[src/rtl/median_window_feeder_pkg.sv]
// Shared types and constants for the 3x3 median window feeder.
// Neighbour offset tables are in raster order, top-left first.
package median_pkg;

  typedef enum logic [1:0] {
    IDLE,
    FETCH,
    WAIT,
    DONE
  } state_t;

  localparam int DEF_PIX_W = 24;
  localparam int CH_W      = 8;
  localparam int R_LSB     = 16;
  localparam int G_LSB     = 8;
  localparam int B_LSB     = 0;

  localparam int FETCH_LEN = 9;
  localparam int WAIT_LEN  = 2;

  localparam int DX [FETCH_LEN] = '{-1, 0, 1, -1, 0, 1, -1, 0, 1};
  localparam int DY [FETCH_LEN] = '{-1, -1, -1, 0, 0, 0, 1, 1, 1};

endpackage

[src/rtl/median_window_feeder_nbr_addr.sv]
// Neighbour address generator: centre + offset -> SRAM address and range flag.
// MEDIAN_FEED_EDGE_REPLICATE_EN clamps coordinates to the image instead of flagging them.
module median_nbr_addr
  import median_pkg::*;
#(
  parameter int IMG_W  = 8,
  parameter int IMG_H  = 8,
  parameter int X_W    = $clog2(IMG_W),
  parameter int Y_W    = $clog2(IMG_H),
  parameter int ADDR_W = $clog2(IMG_W * IMG_H)
) (
  input  logic [X_W-1:0]    cx,
  input  logic [Y_W-1:0]    cy,
  input  logic [3:0]        idx,
  output logic [ADDR_W-1:0] addr,
  output logic              in_range
);

  int nx;
  int ny;

  always_comb begin
    nx = int'(cx) + DX[idx];
    ny = int'(cy) + DY[idx];
`ifdef MEDIAN_FEED_EDGE_REPLICATE_EN
    if (nx < 0) nx = 0;
    else if (nx > IMG_W - 1) nx = IMG_W - 1;
    if (ny < 0) ny = 0;
    else if (ny > IMG_H - 1) ny = IMG_H - 1;
    in_range = 1'b1;
`else
    in_range = (nx >= 0) && (nx < IMG_W) && (ny >= 0) && (ny < IMG_H);
`endif
    addr = ADDR_W'(ny * IMG_W + nx);
  end

endmodule

[src/rtl/median_window_feeder.sv]
// Fetches the 3x3 neighbourhood of a pixel, streams it into the median sorter and
// registers the result. MEDIAN_FEED_EDGE_REPLICATE_EN selects edge replication over zero padding.
module median_window_feeder
  import median_pkg::*;
#(
  parameter int IMG_W  = 8,
  parameter int IMG_H  = 8,
  parameter int PIX_W  = DEF_PIX_W,
  parameter int ADDR_W = $clog2(IMG_W * IMG_H),
  parameter int X_W    = $clog2(IMG_W),
  parameter int Y_W    = $clog2(IMG_H)
) (
  input  logic              i_clk,
  input  logic              i_rst_n,
  input  logic              i_start,
  input  logic [X_W-1:0]    i_x,
  input  logic [Y_W-1:0]    i_y,
  output logic              o_busy,
  output logic              o_sram_ren,
  output logic [ADDR_W-1:0] o_sram_addr,
  input  logic [PIX_W-1:0]  i_sram_rdata,
  output logic              o_med_clear,
  output logic [PIX_W-1:0]  o_med_data,
  input  logic [PIX_W-1:0]  i_med_result,
  output logic [PIX_W-1:0]  o_pixel,
  output logic              o_valid
);

  state_t            state, state_nxt;
  logic [3:0]        cnt, cnt_nxt;
  logic [X_W-1:0]    cx;
  logic [Y_W-1:0]    cy;
  logic [ADDR_W-1:0] nbr_addr;
  logic [ADDR_W-1:0] addr_q;
  logic              nbr_in_range;
  logic              fetch_q;
`ifndef MEDIAN_FEED_EDGE_REPLICATE_EN
  logic              ren_q;
`endif

  median_nbr_addr #(
    .IMG_W (IMG_W),
    .IMG_H (IMG_H),
    .X_W   (X_W),
    .Y_W   (Y_W),
    .ADDR_W(ADDR_W)
  ) u_nbr_addr (
    .cx      (cx),
    .cy      (cy),
    .idx     (cnt),
    .addr    (nbr_addr),
    .in_range(nbr_in_range)
  );

  always_comb begin
    state_nxt   = state;
    cnt_nxt     = cnt;
    o_sram_ren  = 1'b0;
    o_sram_addr = addr_q;
    o_med_clear = 1'b0;
    o_busy      = 1'b0;
    o_valid     = 1'b0;
    case (state)
      IDLE: begin
        if (i_start) begin
          state_nxt = FETCH;
          cnt_nxt   = '0;
        end
      end
      FETCH: begin
        o_busy      = 1'b1;
        o_sram_ren  = nbr_in_range;
        o_med_clear = (cnt == '0);
        // Out-of-range neighbours keep the previous address on the bus.
        if (nbr_in_range) o_sram_addr = nbr_addr;
        if (cnt == 4'(FETCH_LEN - 1)) begin
          state_nxt = WAIT;
          cnt_nxt   = '0;
        end else begin
          cnt_nxt = cnt + 4'd1;
        end
      end
      WAIT: begin
        o_busy = 1'b1;
        if (cnt == 4'(WAIT_LEN - 1)) begin
          state_nxt = DONE;
          cnt_nxt   = '0;
        end else begin
          cnt_nxt = cnt + 4'd1;
        end
      end
      DONE: begin
        o_valid   = 1'b1;
        state_nxt = IDLE;
      end
      default: state_nxt = IDLE;
    endcase
  end

`ifdef MEDIAN_FEED_EDGE_REPLICATE_EN
  assign o_med_data = fetch_q ? i_sram_rdata : '0;
`else
  assign o_med_data = (fetch_q && ren_q) ? i_sram_rdata : '0;
`endif

  always_ff @(posedge i_clk or negedge i_rst_n) begin
    if (!i_rst_n) begin
      state   <= IDLE;
      cnt     <= '0;
      cx      <= '0;
      cy      <= '0;
      addr_q  <= '0;
      fetch_q <= 1'b0;
`ifndef MEDIAN_FEED_EDGE_REPLICATE_EN
      ren_q   <= 1'b0;
`endif
      o_pixel <= '0;
    end else begin
      state   <= state_nxt;
      cnt     <= cnt_nxt;
      addr_q  <= o_sram_addr;
      fetch_q <= (state == FETCH);
`ifndef MEDIAN_FEED_EDGE_REPLICATE_EN
      ren_q   <= o_sram_ren;
`endif
      if (state == IDLE && i_start) begin
        cx <= i_x;
        cy <= i_y;
      end
      // Sorter has absorbed all nine samples by the last WAIT cycle.
      if (state == WAIT && cnt == 4'(WAIT_LEN - 1)) o_pixel <= i_med_result;
    end
  end

endmodule

[config.mk]
export PLATFORM = sky130hd
export DESIGN_NAME = median_window_feeder
export DESIGN_NICKNAME = d
export VERILOG_FILES = /design/src/rtl/median_window_feeder_pkg.sv /design/src/rtl/median_window_feeder_nbr_addr.sv /design/src/rtl/median_window_feeder.sv
export SDC_FILE = /design/constraint.sdc
export NUM_CORES = 1
export LEC_CHECK = 0
export CAP_MARGIN = 20
export CORE_MARGIN = 1
export CORE_UTILIZATION = 43
export DETAILED_ROUTE_END_ITERATION = 8
export HOLD_SLACK_MARGIN = 0.06
export PLACE_DENSITY = 0.8
export SLEW_MARGIN = 10
export SYNTH_ARGS = -nofsm -noshare
export SYNTH_HDL_FRONTEND = slang
export SYNTH_SLANG_ARGS = --single-unit
[constraint.sdc]
create_clock -name i_clk -period 5.6 [get_ports i_clk]
set_input_delay 1.12 -clock i_clk [delete_from_list [all_inputs] [get_ports i_clk]]
set_output_delay 1.12 -clock i_clk [all_outputs]
set_load 0.005 [all_outputs]
==> impl_metrics.toml <==
[die]
start_util = 0.448
std_cell_rows = 28
io_pins = 115
die_h_um = 80.5
die_x_um = 80.5
die_area_um2 = 6480
core_region_area_um2 = 5920

[grt]
grt_pass1_vias = 2144
grt_use_total = 0.197
antenna_found_initial = 0
grt_overflow = 0
grt_max_degree = 45
grt_pass1_wl_um = 9750

[placement]
gp_congestion = 0.874
dp_cells = 413
dp_hpwl_um = 4710
port_buffers = 114

[synthesis]
synth_cell_types = 30
synth-seq-cells = 44
synthArstFlopShare = 1.00
synth_top_cells_by_area = "dfrtp_1 42%, ha_1 17%, mux2_2 15%"
yosys-top-cells-count = "44 x dfrtp_1, 36 x mux2_2, 35 x ha_1, 26 x and3_1, 18 x inv_1"
synth_most_common_cell = "dfrtp_1"
syn_area_um2 = 2650
ys_seq_area_frac = 0.415
synthFlopType = "dfrtp_1"
synth_nets = 326
netlist_instances = 231
yosysTopAreaCellShare = 0.415
synth_top_area_cell = "dfrtp_1"
yosys_warnings = 0
synth_edf_count = 0
avgSynthCellArea_um2 = 11.5

[sta]
setup_violations = 0
hold_viol = 0
skew_ns = 0.00530
worst_pin_slew_ns = 1.04
relSlewSlack = 0.308
drv_slew = 0
timing.final.crit_share = 0.971
min_period_ns = 5.44
max_freq_mhz = 184
setup_tns_ns = 0

[critical_path]
r2r_slack_ns = 1.93
crit_chain = "inv_1, ha_1, nor2_1, a21oi_1, nor2_2, inv_1, fa_2, nor2b_1, nor2_1, ha_1, nand4_1, nor4_2, nand4_1, a221oi_4, buf_6, mux2_2, clkdlybuf4s50_1"
rr_worst_depth = 16
cp-end-kind = "primary output"
worstSetupPathType = "flip-flop to primary output"
crit_fanout = 5
max_stage_delay_ns = 0.46
worstReg2RegStart = "cnt[0]$_DFFE_PN0P_"
cpMaxStageDelayCell = "clkdlybuf4s50_1"
cp-start-kind = "flip-flop"
cp.arrival_ns = 4.32
timing.rr.end = "addr_q[0]$_DFF_PN0_"
required_ns = 4.48

[drt]
antenna_left = 0
detail_route.first_pass.iterations = 4
drt_iter0_drc = 40
viasPerCell = 5.03
via_count = 2164
drt_wl_total_um = 6350
drcViolationCount = 0
post_drt_wl_per_cell_um = 14.8

[clock_network]
cts.sinks = 44
cts_buffers = 5
clkTransAtPathRegs_ns = 0.09
cts_tree = "yes"
cts_max_level = 2
clock_tree.root_cell = "clkbuf_8"
clockBufferDepth = 2
clkLatencyLatePin_ns = 0.30

[power]
peakVddDrop_mv = 0.378
leakagePower_nw = 1.85
power.density_nw_per_um2 = 493

[min_path]
whs_endpoint = "addr_q[3]$_DFF_PN0_"
holdPathStages = 1
hold_start = "addr_q[3]$_DFF_PN0_"
hold_class = "flip-flop to flip-flop"

[layout]
num_antenna_cells = 0
drive_gt1_frac = 0.203
stdcell_count = 430
nNetsFinal = 449
area_growth_pct = 55.7

[status]
status = "finished, final reports clean"

[job]
drv_cap = 0
## power breakdown
group          internal, mW  leakage, nW  total (mW)  switching (mW)
Combinational         0.688         1.26        1.23           0.546
Clock                 0.146       0.0614       0.260           0.114
Sequential            0.446        0.528       0.538          0.0920
Total                  1.28         1.85        2.03           0.753
## layout by cell type, fill, tap and decap left out, types with 2 or more instances in the layout
cell,instances
dfrtp_1,43
o21ai_0,6
and3_1,26
nor2_1,12
xnor2_1,2
buf_4,7
clkbuf_8,6
nand2b_1,3
nand2_1,3
mux2_2,36
buf_6,3
nor4bb_2,2
a21oi_1,3
a22o_1,2
ha_1,35
nor2b_1,2
nand4_1,2
nor2_4,2
xor2_1,2
fa_1,2
inv_1,17
mux2i_1,3
clkdlybuf4s50_1,113
nor2_2,3
## routing by layer
layer / GRT usage / vias up / part of all wire
met5: 0 / - / 0
met1: 0.227 / 1014 / 0.39
li1: - / 1046 / -
met2: 0.353 / 90 / 0.50
met4: 0.0643 / 0 / 0.023
met3: 0.0500 / 14 / 0.082
## what timing repair did
item                                   CTS  global route
setup buffers                            2             6
pin swaps                                0             2
setup endpoints to repair                6             6
gates resized for setup                  1            18
hold buffers                             0             0
endpoints found under the hold margin    0             0
## per-stage QoR
step / utilization / area, um^2 / hold WS (ns) / setup slack, ns / power [mW]
CTS: 0.675 / 4000 / 0.509 / 0.0871 / 1.93
detailed placement: 0.651 / 3860 / 0.488 / 0.205 / 1.65
global route: 0.697 / 4130 / 0.530 / -0.122 / 2.22
finish: 0.697 / 4130 / 0.504 / 0.162 / 2.03
global placement: 0.651 / 3860 / 0.483 / 0.370 / 1.62
floorplan: - / 2650 / 0.486 / 0.695 / 1.20
## area by class of cell
type	instances	area (um^2)
sequential	44	1100
clock buffer	6	82.6
timing repair buffer	125	1240
fill	433	1790
multi-input combinational	160	1500
tap	75	93.8
inverter	18	67.6
clock inverter	2	38.8
## kinds of logic after synthesis
group	Yosys count	synth area share
buf+inv	27	0.0401
mux	39	0.164
xor+xnor	4	0.0132
flops	44	0.415
simple gates	62	0.132
fa+ha+maj	38	0.188
compound gates	17	0.0468
## state kept, by name, summed over array words and instances (netlist names)
| name | count |
|---|---|
| cx | 3 |
| state | 2 |
| ren_q | 1 |
| o_pixel | 24 |
| cnt | 4 |
| cy | 3 |
| fetch_q | 1 |
| addr_q | 6 |
## critical path: cells and delay by family, from the launching register on
| kind | cells | cell delay [ns] |
|---|---|---|
| compound gates | 2 | 0.31 |
| fa+ha+maj | 3 | 0.99 |
| buf+inv | 4 | 0.82 |
| flops | 1 | 0.40 |
| mux | 1 | 0.34 |
| simple gates | 7 | 1.16 |
## worst max-delay path by stage
stage	from	to	slack (ns)	cells past startpoint
after floorplan	cnt[0]$_DFFE_PN0P_	o_sram_addr[0]	0.70	15
after global placement	cnt[0]$_DFFE_PN0P_	o_sram_addr[0]	0.37	16
after detailed placement	cnt[0]$_DFFE_PN0P_	o_sram_addr[0]	0.20	16
after CTS	cnt[0]$_DFFE_PN0P_	o_sram_addr[0]	0.09	17
after global routing	cnt[0]$_DFFE_PN0P_	o_sram_addr[2]	-0.12	17
final	cnt[0]$_DFFE_PN0P_	o_sram_addr[0]	0.16	17
Note: power is estimated with default switching activity, not from simulation.
